$ cat config.mk
export PLATFORM = sky130hd
export DESIGN_NAME = morse_seq_ctrl
export DESIGN_NICKNAME = d
export VERILOG_FILES = /design/src/rtl/morse_pkg.sv /design/src/rtl/ms_tick_gen.sv /design/src/rtl/morse_seq_ctrl.sv
export SDC_FILE = /design/constraint.sdc
export NUM_CORES = 1
export LEC_CHECK = 0
export ABC_AREA = 0
export CAP_MARGIN = 20
export CORE_MARGIN = 2
export CORE_UTILIZATION = 60
export CTS_BUF_LIST = sky130_fd_sc_hd__clkbuf_16
export DETAILED_ROUTE_END_ITERATION = 12
export PLACE_DENSITY = 0.83
export SLEW_MARGIN = 5
export SYNTH_ARGS = -nofsm -noshare
export SYNTH_HDL_FRONTEND = slang
export SYNTH_SLANG_ARGS = --single-unit
$ cat constraint.sdc
create_clock -name CLK -period 4.8 [get_ports CLK]
set_clock_uncertainty 0.15 [all_clocks]
set_input_delay 0.72 -clock CLK [delete_from_list [all_inputs] [get_ports CLK]]
set_output_delay 0.72 -clock CLK [all_outputs]
set_load 0.02 [all_outputs]
$ cat src/rtl/morse_pkg.sv
// Shared state encoding and default timing constants for the SOS sequencer.
package morse_pkg;

  localparam int unsigned DefaultT1ms   = 49_999;
  localparam int unsigned DefaultGapMs  = 300;
  localparam int unsigned DefaultWordMs = 700;

  typedef enum logic [2:0] {
    StIdle,
    StSendS1,
    StGap1,
    StSendO,
    StGap2,
    StSendS2,
    StWgap,
    StDone
  } state_e;

  function automatic logic is_send_s(input state_e st);
    return (st == StSendS1) || (st == StSendS2);
  endfunction

endpackage

$ cat src/rtl/ms_tick_gen.sv
// Free-running 1 ms prescaler: one-cycle Tick every T1MS+1 clocks, restarted by Clr.
module ms_tick_gen import morse_pkg::*; #(
  parameter int unsigned T1MS = DefaultT1ms
) (
  input  logic CLK,
  input  logic RST,
  input  logic Clr,
  output logic Tick
);

  localparam int unsigned CntW = (T1MS > 0) ? $clog2(T1MS + 1) : 1;
  localparam logic [CntW-1:0] CntMax = CntW'(T1MS);

  logic [CntW-1:0] cnt_q, cnt_d;

  always_comb begin
    cnt_d = cnt_q + CntW'(1);
    if (Clr || (cnt_q == CntMax)) begin
      cnt_d = '0;
    end
  end

  always_ff @(posedge CLK) begin
    if (RST) begin
      cnt_q <= '0;
    end else begin
      cnt_q <= cnt_d;
    end
  end

  assign Tick = (cnt_q == CntMax);

endmodule

$ cat src/rtl/morse_seq_ctrl.sv
// SOS word sequencer driving external S/O symbol generators with ms-timed gaps.
// Abort support is compiled in only when MORSE_SEQ_ABORT_EN is defined.
module morse_seq_ctrl import morse_pkg::*; #(
  parameter int unsigned T1MS    = DefaultT1ms,
  parameter int unsigned GAP_MS  = DefaultGapMs,
  parameter int unsigned WORD_MS = DefaultWordMs,
  parameter int unsigned REPEATS = 3
) (
  input  logic       CLK,
  input  logic       RST,
  input  logic       Start_Sig,
  input  logic       Abort_Sig,
  output logic       S_Start,
  input  logic       S_Done,
  input  logic       S_Pin,
  output logic       O_Start,
  input  logic       O_Done,
  input  logic       O_Pin,
  output logic       Pin_Out,
  output logic       Busy,
  output logic       Done_Sig,
  output logic [7:0] Word_Cnt
);

  localparam logic [9:0] GapLast  = 10'(GAP_MS - 1);
  localparam logic [9:0] WordLast = 10'(WORD_MS - 1);
  localparam logic [7:0] RepCnt   = 8'(REPEATS);

  state_e     state_q, state_d;
  logic [9:0] ms_q, ms_d;
  logic [7:0] word_cnt_q, word_cnt_d;
  logic       s_start_q, o_start_q, busy_q, done_q;
  logic       tick, st_chg, abort;

`ifdef MORSE_SEQ_ABORT_EN
  assign abort = Abort_Sig;
`else
  // Port kept so both builds share one pinout; tied off here.
  assign abort = Abort_Sig & 1'b0;
`endif

  ms_tick_gen #(
    .T1MS (T1MS)
  ) u_ms_tick_gen (
    .CLK  (CLK),
    .RST  (RST),
    .Clr  (st_chg),
    .Tick (tick)
  );

  always_comb begin
    state_d = state_q;
    case (state_q)
      StIdle:   if (Start_Sig) state_d = StSendS1;
      StSendS1: if (S_Done) state_d = StGap1;
      StGap1:   if (tick && (ms_q == GapLast)) state_d = StSendO;
      StSendO:  if (O_Done) state_d = StGap2;
      StGap2:   if (tick && (ms_q == GapLast)) state_d = StSendS2;
      StSendS2: if (S_Done) state_d = StWgap;
      StWgap: begin
        if (tick && (ms_q == WordLast)) begin
          state_d = ((REPEATS != 0) && (word_cnt_q == RepCnt)) ? StDone : StSendS1;
        end
      end
      StDone:   state_d = StIdle;
      default:  state_d = StIdle;
    endcase
    // Start release and abort override every other event.
    if ((state_q != StIdle) && !Start_Sig) state_d = StIdle;
    if (abort) state_d = StIdle;
  end

  assign st_chg = (state_d != state_q);

  always_comb begin
    ms_d = ms_q;
    if (st_chg) begin
      ms_d = '0;
    end else if (tick) begin
      ms_d = ms_q + 10'd1;
    end
  end

  always_comb begin
    word_cnt_d = word_cnt_q;
    if (state_d == StIdle) begin
      word_cnt_d = '0;
    end else if ((state_q == StSendS2) && (state_d == StWgap) && (word_cnt_q != 8'hFF)) begin
      word_cnt_d = word_cnt_q + 8'd1;
    end
  end

  always_ff @(posedge CLK) begin
    if (RST) begin
      state_q    <= StIdle;
      ms_q       <= '0;
      word_cnt_q <= '0;
      s_start_q  <= 1'b0;
      o_start_q  <= 1'b0;
      busy_q     <= 1'b0;
      done_q     <= 1'b0;
    end else begin
      state_q    <= state_d;
      ms_q       <= ms_d;
      word_cnt_q <= word_cnt_d;
      s_start_q  <= is_send_s(state_d);
      o_start_q  <= (state_d == StSendO);
      busy_q     <= (state_d != StIdle);
      done_q     <= (state_d == StDone);
    end
  end

  always_comb begin
    Pin_Out = 1'b0;
    if (is_send_s(state_q)) begin
      Pin_Out = S_Pin;
    end else if (state_q == StSendO) begin
      Pin_Out = O_Pin;
    end
  end

  assign S_Start  = s_start_q;
  assign O_Start  = o_start_q;
  assign Busy     = busy_q;
  assign Done_Sig = done_q;
  assign Word_Cnt = word_cnt_q;

endmodule

# After elaboration in Yosys (flattened, before gate mapping)
# Cells that the tools add are included.
# W data, S select, Z words.
[totals] regBits=41 input_bits=8 out_inout_bits=13 word_cells=57
[classes] n_addsub=3 n_eq_ne=18 n_mux=12 n_reduce_logical=16
[ops] cell="$mux W3" n=9
[ops] cell="$pmux W3 S8" n=1
[ops] cell="$eq A3 B3 Y1 const B" n=7
[ops] cell="$add A16 B1 Y16 const B" n=1
[ops] cell="$eq A16 B16 Y1 const B" n=1
[ops] cell="$add A10 B1 Y10 const B" n=1
[ops] cell="$eq A10 B10 Y1 const B" n=1
[ops] cell="$eq A10 B9 Y1 const B" n=1
[ops] cell="$eq A3 B2 Y1 const B" n=3
[ops] cell="$add A8 B1 Y8 const B" n=1
[ops] cell="$eq A8 B2 Y1 const B" n=1
[ops] cell="$ne A8 B8 Y1 const B" n=1
[ops] cell="$eq A3 B1 Y1 const B" n=2
[ops] cell="$logic_not A3 Y1" n=2
[ops] cell="$reduce_bool A3 Y1" n=2
[ops] cell="$reduce_or A2 Y1" n=3
[ops] cell="$logic_and A1 B1 Y1" n=5
[ops] cell="$logic_or A1 B1 Y1" n=3
[ops] cell="$ne A3 B3 Y1" n=1
[ops] cell="$mux W1" n=2
[ops] cell="$logic_not A1 Y1" n=1

# Logic depth before layout (Yosys ltp)
[logic_depth] word_depth=8 mapped_depth=8 mapped_depth_nobuf=6

# Modules after synthesis
# Synthesis repeated with hierarchy kept, for this count alone.
[hier_totals] cells_unflattened=224 hier_area_um2=1994.4
[modules_own_cells] module="morse_seq_ctrl" instances=1 cells_each=144 area_each_um2=1273.7 seq_area_each_um2=500.5
[modules_own_cells] module="ms_tick_gen" instances=1 cells_each=80 area_each_um2=720.7 seq_area_each_um2=320.3

# Worst setup path after synthesis
# No wires, ideal clock.
[synth_path] path_type="input to register" start="input S_Done" end="register ms_q[6]" setup_ns=0.118 t_arrival_ns=1.929 required_ns=4.532 setup_slack_ns=2.603 stages=6 n_path_buf=1 cell_sequence="mux2_1 -> o32ai_1 -> a2111oi_2 -> o2bb2ai_2 -> buf_2 -> nor2_1"
[synth_via] elab_chain_cells=5 word_cells_on_any_way=6 classes_between="1 x eq/ne; 4 x mux; 1 x reduce/logical"
[synth_rtl] element="start, declared" line_no="morse_seq_ctrl.sv:14" text="input logic S_Done,"
[synth_rtl] element="$mux W3, on equally long branches" line_no="morse_seq_ctrl.sv:59, morse_seq_ctrl.sv:55"
[synth_rtl] element="$pmux W3 S8 *" line_no="morse_seq_ctrl.sv:53" text="case (state_q)"
[synth_rtl] element="$mux W3 *" line_no="morse_seq_ctrl.sv:69" text="if ((state_q != StIdle) && !Start_Sig) state_d = StIdle;"
[synth_rtl] element="$ne A3 B3 Y1 *" line_no="morse_seq_ctrl.sv:73" text="assign st_chg = (state_d != state_q);"
[synth_rtl] element="$reduce_or A2 Y1 (no line) *"
[synth_rtl] element="end signal, assigned" line_no="morse_seq_ctrl.sv:104" text="ms_q <= ms_d;"
[synth_rtl] element="end, declared" line_no="morse_seq_ctrl.sv:30" text="logic [9:0] ms_q, ms_d;"
# Every way passes the cells marked *; elsewhere a longest branch is shown, timed or not.
# A chain may end at the register's enable or synchronous reset.

# Worst setup path in the final report
[layout_path] start="input O_Pin" end="output Pin_Out"
[layout_via] elab_chain_cells=2
[layout_rtl] element="start, declared" line_no="morse_seq_ctrl.sv:18" text="input logic O_Pin,"
[layout_rtl] element="$mux W1" line_no="morse_seq_ctrl.sv:117" text="end else if (state_q == StSendO) begin"
[layout_rtl] element="$mux W1" line_no="morse_seq_ctrl.sv:115" text="if (is_send_s(state_q)) begin"
[layout_rtl] element="end, declared" line_no="morse_seq_ctrl.sv:19" text="output logic Pin_Out,"
# No other way between the ends.

==> results_dict.tcl <==
set metrics [dict create \
    port_buffers 19 \
    status "finished, final reports clean" \
    cts.sinks 41 \
    worstPathArrival_ns 1.99 \
    max_slew.worst_pin.slew_ns 0.849 \
    syn_to_final_growth_pct 16.0 \
    final_common_cell "dfxtp_1" \
    diodes 0 \
    grt.overflow.total 0 \
    die_h_um 63.2 \
    ys_ff_latch 41 \
    antenna_found_initial 0 \
    wl_mm 3.99 \
    comb_power_share_pct 4.9 \
    async_flop_share_pct 0 \
    synthesis.instances 234 \
    fillCellCount 265 \
    syn_area_per_cell_um2 8.98 \
    grt_pass1_vias 1587 \
    ys.flop_type "dfxtp_1" \
    required_ns 3.93 \
    synth_top_area_share_pct 39.1 \
    final_cell_area_um2 2440 \
    finalCritPeriodShare_pct 59.7 \
    htreeDepth 2 \
    grt_use_total_pct 22.1 \
    start_util_pct 63.0 \
    hold_violations 0 \
    utilization_pct 73.0 \
    worstReg2RegEnd "ms_q[0]" \
    drcViolationCount 0 \
    cellInternalPower_w 0.000599 \
    yosys-top-cells-area "dfxtp_1, xor2_1, xnor2_1" \
    path_clk_slew_ns 0.05 \
    tns_ns 0 \
    final_nets 258 \
    die_w_um 63.2 \
    critPathKind "input port to primary output" \
    cts_tree "done" \
    cts_max_path_buffers 2 \
    max_freq_mhz 349 \
    drt_iter0_markers 237 \
    pin_count 21 \
    grt_pass1_wl_mm 7.04 \
    synth_edf_count 0 \
    min_period_ns 2.86 \
    grt_max_degree 24 \
    critPathCaptureType "primary output" \
    setup_violations 0 \
    whs_path_depth 1 \
    num_vias 1729 \
    syn_nets 245 \
    place_area_um2 2280 \
    insertion_delay_ns 0.28 \
    vdd_drop_max_mv 0.342 \
    rsz0062_at_grt "no" \
    detail_route.first_pass.iterations 4 \
    seq_area_um2 821 \
    postCtsSetupBuffers 0 \
    antenna_left 0 \
    reg2reg_depth 6 \
    wl_per_cell_um 13.6 \
    dpl.hpwl_mm 2.65 \
    globalplace.congestion 0.837 \
    p_leak_nw 0.801 \
    synthesis.area_um2 2100 \
    drive_gt1_share_pct 6.88 \
    viasPerCell 5.90 \
    pwr-share-clk_pct 49.1 \
    synth_top_area_cell "dfxtp_1" \
    drv_slew 0 \
    crit_path_start_kind "input port" \
    powerDensity_nw_per_um2 309 \
    p_switching_w 0.000155 \
    ys_seq_area_share_pct 39.1 \
    cts_root_buffer "clkbuf_16" \
    slew_headroom_pct 43.4 \
    rows 21 \
    hp-class "flip-flop to flip-flop" \
    yosysUniqueCellTypes 53 \
    min-delay-start "u_ms_tick_gen.cnt_q[0]" \
    cts_buffers 5 \
    r2r_slack_ns 2.03 \
    layout_common_cells "dfxtp_1, nor3_1, clkdlybuf4s50_1" \
    seqPwrFrac_pct 46.0 \
    fp.dieArea_um2 3990 \
    synth_warnings 0 \
    cp_max_fo 1 \
    post_cts_resized 0 \
    multiInputGateArea_um2 1200 \
    core_um2 3340 \
    cap_violations 0 \
    cts_hold_buf 0 \
    hold_path_end "u_ms_tick_gen.cnt_q[0]" \
    swShare_pct 20.5 \
    r2r-start "u_ms_tick_gen.cnt_q[0]" \
]
==> flip-flops by register name (all words and copies together), names as in the netlist <==
register	cells
Busy	1
Done_Sig	1
O_Start	1
S_Start	1
Word_Cnt	8
ms_q	10
state_q	3
u_ms_tick_gen.cnt_q	16
==> cell usage after synthesis, drive strengths merged (2+ instances only) <==
cell type  count
dfxtp         41
nor3          23
nor2          18
nand2         17
xor2          16
xnor2         14
buf           10
nand3         10
a21oi          9
and3           9
nand4          8
a211oi         7
and2           3
clkbuf         3
ha             3
nand4b         3
nor4b          3
a2111oi        2
a31o           2
and4           2
and4b          2
inv            2
mux2i          2
nand2b         2
nor3b          2
nor4bb         2
o211a          2
o21ai          2
==> cell families (layout without fill, tap and decap cells) <==
group           after synthesis  count (layout)  synth area share [%]
mux                           3               3                  1.49
simple gates                108             108                  28.6
fa+ha+maj                     3               3                  1.79
buf+inv                      15              28                  3.81
flops                        41              41                  39.1
xor+xnor                     30              30                  12.5
compound gates               34              34                  12.7
==> worst max-delay path, cell delays in order <==
cell,delay (ns)
clkdlybuf4s50_1,0.45
nand3b_1,0.07
a21oi_1,0.14
clkdlybuf4s50_1,0.61
==> power by group through the flow <==
| stage | Combinational, W | Sequential [W] | Clock, W |
|---|---|---|---|
| after floorplan | 0.0000260 | 0.000354 | 0 |
| after global placement | 0.0000361 | 0.000354 | 0 |
| after detailed placement | 0.0000365 | 0.000354 | 0 |
| after CTS | 0.0000368 | 0.000347 | 0.000376 |
| after global routing | 0.0000410 | 0.000347 | 0.000389 |
| final | 0.0000366 | 0.000347 | 0.000370 |
==> through the flow <==
step	worst slack (ns)	hold slack (ns)	power, W	instances
6_report	1.94	0.312	0.000754	293
5_1_grt	1.70	0.334	0.000778	293
4_1_cts	1.93	0.317	0.000759	293
3_5_place_dp	1.75	0.312	0.000391	286
3_3_place_gp	1.77	0.299	0.000390	286
2_1_floorplan	2.60	0.283	0.000380	234
==> final cells by class <==
type	count	area share, %
Clock buffer	5	5.14
Sequential cell	41	33.7
Inverter	2	0.308
Clock inverter	2	1.44
Timing Repair Buffer	19	7.81
Multi-Input combinational cell	178	49.3
Tap cell	46	2.36
==> worst max path at each step <==
| stage | start | endpoint | slack (ns) |
|---|---|---|---|
| 2_1_floorplan | S_Done | ms_q[6] | 2.60 |
| 3_3_place_gp | Start_Sig | u_ms_tick_gen.cnt_q[9] | 1.77 |
| 3_5_place_dp | Start_Sig | u_ms_tick_gen.cnt_q[13] | 1.75 |
| 4_1_cts | O_Pin | Pin_Out | 1.93 |
| 5_1_grt | u_ms_tick_gen.cnt_q[0] | ms_q[9] | 1.70 |
| 6_report | O_Pin | Pin_Out | 1.94 |
==> layer usage <==
layer	GRT usage [%]	share of wire, %
met1	28.6	47
met3	6.07	5.3
met4	8.97	1.5
met5	0	0
met2	34.8	46
(Power assumes the default switching activity.)
